--- config.mk ---
export PLATFORM = sky130hd
export DESIGN_NAME = tx_polyphase_shaper
export DESIGN_NICKNAME = d
export VERILOG_FILES = /design/src/rtl/tx_pkg.sv /design/src/rtl/tx_polyphase_branch.sv /design/src/rtl/tx_polyphase_shaper.sv
export SDC_FILE = /design/constraint.sdc
export NUM_CORES = 1
export LEC_CHECK = 0
export BUFFER_PORTS_ARGS = -buffer_cell sky130_fd_sc_hd__buf_2
export CORE_ASPECT_RATIO = 1.4
export CORE_UTILIZATION = 31
export DETAILED_ROUTE_END_ITERATION = 12
export MAX_ROUTING_LAYER = met4
export PLACE_DENSITY = 0.47
export RECOVER_POWER = 25
export SYNTH_ARGS = -nofsm -noshare
export SYNTH_HDL_FRONTEND = slang
export SYNTH_SLANG_ARGS = --single-unit
--- constraint.sdc ---
create_clock -name clk -period 23.7 [get_ports clk]
set_input_delay 4.74 -clock clk [delete_from_list [all_inputs] [get_ports clk]]
set_output_delay 4.74 -clock clk [all_outputs]
set_load 0.02 [all_outputs]
--- src/rtl/tx_pkg.sv ---
// rtl/tx_pkg.sv - shared formats, mapping and limits for the transmit polyphase shaper
package tx_pkg;

    localparam int OS       = 4;
    localparam int NBAUD    = 6;
    localparam int NUM_COEF = OS * NBAUD;

    localparam int NBT_COEF = 10;
    localparam int NBF_COEF = 7;

    // Worst case is NBAUD full-scale taps of either sign.
    localparam int NBT_ACC  = NBT_COEF + 1 + $clog2(NBAUD);
    localparam int NBF_ACC  = NBF_COEF;

    localparam int NBT_OUT  = 8;
    localparam int NBF_OUT  = 7;

    localparam int PH_W     = $clog2(OS);
    localparam int IDX_W    = $clog2(NUM_COEF);

    // QPSK mapping: this bit value means -1, the other means +1.
    localparam logic SYM_BIT_NEG = 1'b1;

    // Output saturation limits in S(NBT_OUT,NBF_OUT) integer units.
    localparam int SAT_MAX = (1 << (NBT_OUT - 1)) - 1;
    localparam int SAT_MIN = -(1 << (NBT_OUT - 1));

    // 1.0 in the coefficient format.
    localparam int COEF_ONE = 1 << NBF_COEF;

    // Idle coefficient bank: a delta at the filter centre.
    function automatic logic signed [NBT_COEF-1:0] coef_reset(input int j);
        return (j == NUM_COEF / 2) ? NBT_COEF'(COEF_ONE) : '0;
    endfunction

endpackage

--- src/rtl/tx_polyphase_branch.sv ---
// rtl/tx_polyphase_branch.sv - one rail: symbol shifter, sign-select adder, saturation, output register
module tx_polyphase_branch
    import tx_pkg::*;
(
    input  logic                       clk,
    input  logic                       reset_i,
    input  logic                       en_i,
    input  logic                       shift_i,
    input  logic                       sym_i,
    input  logic [PH_W-1:0]            phase_i,
    input  logic signed [NBT_COEF-1:0] coef_i [NUM_COEF],
    output logic [NBT_OUT-1:0]         data_o
);

    localparam int FSHIFT = NBF_ACC - NBF_OUT;
    localparam logic signed [NBT_ACC-1:0] ACC_MAX = NBT_ACC'(SAT_MAX);
    localparam logic signed [NBT_ACC-1:0] ACC_MIN = NBT_ACC'(SAT_MIN);

    logic [NBAUD-1:0]          valid_q, valid_d;
    logic [NBAUD-1:0]          neg_q, neg_d;
    logic [NBT_OUT-1:0]        data_q, data_d;
    logic signed [NBT_ACC-1:0] acc;
    logic signed [NBT_ACC-1:0] aligned;

    // Shifter: empty while idle, shift a new symbol into slot 0 on capture.
    always_comb begin
        valid_d = valid_q;
        neg_d   = neg_q;
        if (!en_i) begin
            valid_d = '0;
        end else if (shift_i) begin
            valid_d = {valid_q[NBAUD-2:0], 1'b1};
            neg_d   = {neg_q[NBAUD-2:0], (sym_i == SYM_BIT_NEG)};
        end
    end

    // Polyphase sum: slot k uses tap phase + OS*k, added or subtracted by its sign.
    always_comb begin
        logic signed [NBT_COEF-1:0] c;
        logic signed [NBT_ACC-1:0]  tap;
        c   = '0;
        tap = '0;
        acc = '0;
        for (int k = 0; k < NBAUD; k++) begin
            c   = coef_i[IDX_W'(k * OS) + IDX_W'(phase_i)];
            tap = {{(NBT_ACC - NBT_COEF){c[NBT_COEF-1]}}, c};
            if (valid_q[k]) begin
                acc = neg_q[k] ? (acc - tap) : (acc + tap);
            end
        end
    end

    // Fraction alignment then clamp to the output range.
    always_comb begin
        aligned = acc >>> FSHIFT;
        data_d  = aligned[NBT_OUT-1:0];
        if (aligned > ACC_MAX) begin
            data_d = NBT_OUT'(SAT_MAX);
        end else if (aligned < ACC_MIN) begin
            data_d = NBT_OUT'(SAT_MIN);
        end
    end

    // State and output register; the output holds while idle.
    always_ff @(posedge clk) begin
        if (reset_i) begin
            valid_q <= '0;
            neg_q   <= '0;
            data_q  <= '0;
        end else begin
            valid_q <= valid_d;
            neg_q   <= neg_d;
            if (en_i) begin
                data_q <= data_d;
            end
        end
    end

    assign data_o = data_q;

endmodule

--- src/rtl/tx_polyphase_shaper.sv ---
// rtl/tx_polyphase_shaper.sv - I/Q polyphase pulse-shaping interpolator, one sample per clock
module tx_polyphase_shaper
    import tx_pkg::*;
(
    input  logic                         clk,
    input  logic                         i_reset,
    input  logic                         i_en_tx,
    input  logic                         i_sym_I,
    input  logic                         i_sym_Q,
    input  logic [NUM_COEF*NBT_COEF-1:0] i_coeffs,
    input  logic                         i_load_coef,
    output logic                         o_sym_req,
    output logic [NBT_OUT-1:0]           o_data_I,
    output logic [NBT_OUT-1:0]           o_data_Q,
    output logic                         o_valid
);

    localparam logic [PH_W-1:0] PH_LAST = PH_W'(OS - 1);

    logic [PH_W-1:0]            phase_q, phase_d;
    logic signed [NBT_COEF-1:0] coef_q  [NUM_COEF];
    logic signed [NBT_COEF-1:0] coef_d  [NUM_COEF];
    logic signed [NBT_COEF-1:0] coef_in [NUM_COEF];
    logic                       valid_q;

    // A symbol is taken on the edge that closes the last phase.
    assign o_sym_req = i_en_tx && (phase_q == PH_LAST);

    // Unpack the flat coefficient bus, h[j] in slice j.
    always_comb begin
        for (int j = 0; j < NUM_COEF; j++) begin
            coef_in[j] = i_coeffs[j*NBT_COEF +: NBT_COEF];
        end
    end

    // Phase counter and coefficient bank: idle parks both, otherwise count and load.
    always_comb begin
        phase_d = phase_q;
        coef_d  = coef_q;
        if (!i_en_tx) begin
            phase_d = PH_LAST;
            for (int j = 0; j < NUM_COEF; j++) begin
                coef_d[j] = coef_reset(j);
            end
        end else begin
            phase_d = o_sym_req ? '0 : (phase_q + PH_W'(1));
            if (i_load_coef) begin
                coef_d = coef_in;
            end
        end
    end

    // Shared control registers.
    always_ff @(posedge clk) begin
        if (i_reset) begin
            phase_q <= PH_LAST;
            valid_q <= 1'b0;
            for (int j = 0; j < NUM_COEF; j++) begin
                coef_q[j] <= coef_reset(j);
            end
        end else begin
            phase_q <= phase_d;
            valid_q <= i_en_tx;
            coef_q  <= coef_d;
        end
    end

    assign o_valid = valid_q;

    tx_polyphase_branch u_branch_i (
        .clk     (clk),
        .reset_i (i_reset),
        .en_i    (i_en_tx),
        .shift_i (o_sym_req),
        .sym_i   (i_sym_I),
        .phase_i (phase_q),
        .coef_i  (coef_q),
        .data_o  (o_data_I)
    );

    tx_polyphase_branch u_branch_q (
        .clk     (clk),
        .reset_i (i_reset),
        .en_i    (i_en_tx),
        .shift_i (o_sym_req),
        .sym_i   (i_sym_Q),
        .phase_i (phase_q),
        .coef_i  (coef_q),
        .data_o  (o_data_Q)
    );

endmodule
==> run summary <==
The clock sink total is 277. TritonCTS built the clock tree. The average vias per placed instance is 5.08. The category of the most critical setup path is in2out. The cell taking the most area after synthesis was dfxtp_1. The detailed router placed 17979 vias in this run.

The number of placed instances with taps included is 3466, and the maximum clock path buffer count is 3. Data on the critical path is required at its endpoint by 18.96 ns. After detailed routing, the average wire length per cell comes to 17.7 um.

After layout, the worst path uses 48.8% of the clock period. The tools report the number of H-tree levels as 1. The flow ran to the end, but the final reports show violations.

After the first detailed-routing iteration, the DRC count stood at 829. Port buffer count: 263. The global-route wire length before repair was 98700 um.

The run gives 0.0692 mm2 as the full die area. In the final layout, the share of cells above drive strength 1 is 16.6%. The number of antenna violations at the first check in global routing is 21, and the number of nets with antenna violations after routing is 0. The tools report the sort of element at the end of the critical path as an output port. Data on the critical path arrives at its endpoint at 6.83 ns. From left edge to right edge, the die measures 223 um. Across the run, the number of max-cap violations was 2. Setup repair after global routing left no endpoint under its margin. The total half-perimeter wirelength after legalization and detailed placement is 49100 um. The largest fanout of any net on the critical path was 20; the Yosys warning count was 0. At the end of routability-driven placement, the weighted congestion stood at 0.855. The pre-antenna-repair detailed-routing pass consisted of 5 iterations.

The launching element type of the critical path is a primary input. In this run the worst hold path is classified as reg2reg. The via count of the first global-routing pass was 17967. At the pin with the least slew margin, the transition time is 3.31 ns. The share of synthesized area in the top cell type comes to 26.3%. The checks that failed: capacitance limit, slew limit. The area of the mapped netlist is 0.0211 mm2. The logs give 0.0374 ns for the post-route clock skew and 1.47 mW for the total power after layout. nor2_1 is the most common cell in the netlist. After synthesis the netlist holds a flip-flop and latch count of 277. The filler cells instantiated in the layout total 6981.

For the number of hold violations in the final report, the log shows 0. The tools report the number of buffers added by the clock tree synthesis step as 28. Buffers inserted to repair hold after CTS numbered 0. The total I/O pin count was 264; the mean instance size in the synthesized netlist was 8.59 um2. The logs give 112 for the placement row count and 10.6 nW for the leakage power figure. Setup total negative slack on the finished layout was measured at 0 ns. Count of distinct cell types in the synthesized netlist: 94.

The final hold slack was 0.459 ns; the number of enable flip-flop cells after synthesis was 0. For this run, the register share of the synthesized area comes to 26.3%. The worst pin sits at a relative slew slack of -121%. The synthesized instance count is 2458, and the total of endpoints with negative setup slack in the final report is 0.

The filler-free cell count of the finished design was 3540; the clock-pin slew on the worst setup and hold paths was 0.06 ns. The tools report the total DRC errors in the routed layout as 0. The commonest cells after synthesis are nor2_1 (429), mux2i_1 (293), dfxtp_1 (277), nand2_1 (155), xnor2_1 (136). Once the floorplan was initialized, standard cells occupied 31.5% of the core. The cell sitting at the root of the clock tree is a clkbuf_16. Relative to the synthesized area, the layout overhead comes to 14.2%.

In this run the post-CTS setup repair buffer count came out at 0. The number of slew-limit violations in the final report was 118; the number of cell instances on the worst register-to-register path was 42. The startpoint identified for the worst register-to-register timing path is phase_q[0]. The net count after synthesis came out at 2840.

In this run the critical register-to-register path is captured at u_branch_q.data_o[3]. Along the worst hold path, the cell count comes to 2. Entering global routing, the biggest net connects 118 pins. The share of synthesized flip-flops with an asynchronous set or reset came out at 0%. Ranked by total cell area, the synthesized netlist is headed by dfxtp_1 (26%), mux2i_1 (14%), nor2_1 (7.6%). The peak ir drop on the vdd network is 0.0518 mV, and the core outline area is 0.0670 mm2. At the later pin of the worst-skew pair, clock insertion delay measures 0.60 ns. The run gives 3023 as the number of nets in the final layout. The startpoint of the lowest-slack hold path was u_branch_q.data_o[7]. The worst path needs 11.57 ns of the cycle, external delays included. The die is 311 um tall.

The primary flip-flop cell chosen by synthesis mapping was dfxtp_1. The number of gates resized after CTS was 0. The worst hold path terminates at u_branch_q.data_o[7]. Global routing consumed, over all layers together, 18.3% of the routing resources. The highest clock rate was 86.4 MHz. After detailed routing, the total wire length is 62500 um. Dividing total power by cell area gives a power density of 60.9 mW/mm2. For this run the aggregate overflow at the end of global routing stands at 0. The setup check on the worst reg-to-reg path leaves a slack of 13.06 ns.
stage by stage:
stage / instance area (um2) / utilization, % / setup slack, ns
2_1_floorplan: 21100 / - / 13.32
3_3_place_gp: 23100 / 34.5 / 12.73
3_5_place_dp: 23100 / 34.5 / 12.66
4_1_cts: 24100 / 35.9 / 12.66
5_1_grt: 24100 / 36.0 / 11.81
6_report: 24100 / 36.0 / 12.13
worst max-delay path, cell delays in order:
cell	delay [ns]
clkbuf_1	0.77
nand2_1	0.56
inv_1	0.47
buf_2	0.27
final cells by class:
cell class,count,area [um2],share of cell area [%]
antenna,24,60.1,0.249
clock buffer,38,788,3.27
clock inverter,12,155,0.644
timing repair buffer,284,1460,6.05
multi-input combinational,1927,14600,60.4
inverter,123,462,1.92
tap,855,1070,4.44
sequential,277,5550,23.0
layout by cell type (no fill, tap or decap), types with 12 or more instances in the layout:
cell type	n
nor2_1	429
mux2i_1	293
dfxtp_1	275
buf_2	244
nand2_1	155
xnor2_1	136
ha_1	126
inv_1	121
a21oi_1	102
o21ai_0	101
mux4_2	60
a21o_1	46
xor2_1	35
nand2b_1	30
nand3_1	29
mux2_2	29
nor3_1	28
clkbuf_16	28
a21boi_0	25
diode_2	24
clkbuf_1	24
nor3b_1	20
buf_4	20
o31ai_1	19
nor2b_1	19
o21a_1	16
a211oi_1	14
nor4_1	12
report_power, final:
part / switching [mW] / leakage (nW) / internal, mW / total (mW)
clock network: 0.200 / 0.461 / 0.266 / 0.466
registers: 0.0130 / 2.26 / 0.483 / 0.496
logic: 0.281 / 7.84 / 0.225 / 0.506
total: 0.495 / 10.6 / 0.973 / 1.47
how the worst max path moves through the flow:
stage               startpoint   endpoint  slack, ns  cells after the start
CTS                    i_en_tx  o_sym_req      12.66                      4
floorplan              i_en_tx  o_sym_req      13.32                      4
detailed placement     i_en_tx  o_sym_req      12.66                      4
finish                 i_en_tx  o_sym_req      12.13                      4
global placement       i_en_tx  o_sym_req      12.73                      4
global route           i_en_tx  o_sym_req      11.81                      4
routing by layer:
| layer | part of all wire (%) | routed length, um | GRT usage, % | vias to the layer above |
|---|---|---|---|---|
| li1 | - | - | - | 9059 |
| met1 | 43 | 26900 | 21.3 | 8529 |
| met2 | 50 | 31200 | 32.0 | 320 |
| met3 | 4.7 | 2960 | 3.29 | 71 |
| met4 | 2.4 | 1500 | 5.28 | 0 |
| met5 | 0 | 0 | - | - |
registers in the layout (all words and copies together) (netlist names):
signal / count
u_branch_i.data_o: 8
u_branch_q.neg_q: 6
o_valid: 1
phase_q: 2
u_branch_i.valid_q: 6
u_branch_i.neg_q: 6
coef_q: 240
u_branch_q.data_o: 8
cell families after synthesis:
family	count (synthesis)	synth area share, %
fa+ha+maj	137	8.46
flops	277	26.3
compound gates	430	13.5
buf+inv	254	4.78
simple gates	798	17.1
mux	382	21.8
xor+xnor	180	7.98
Note: power is estimated with default switching activity, not from simulation.
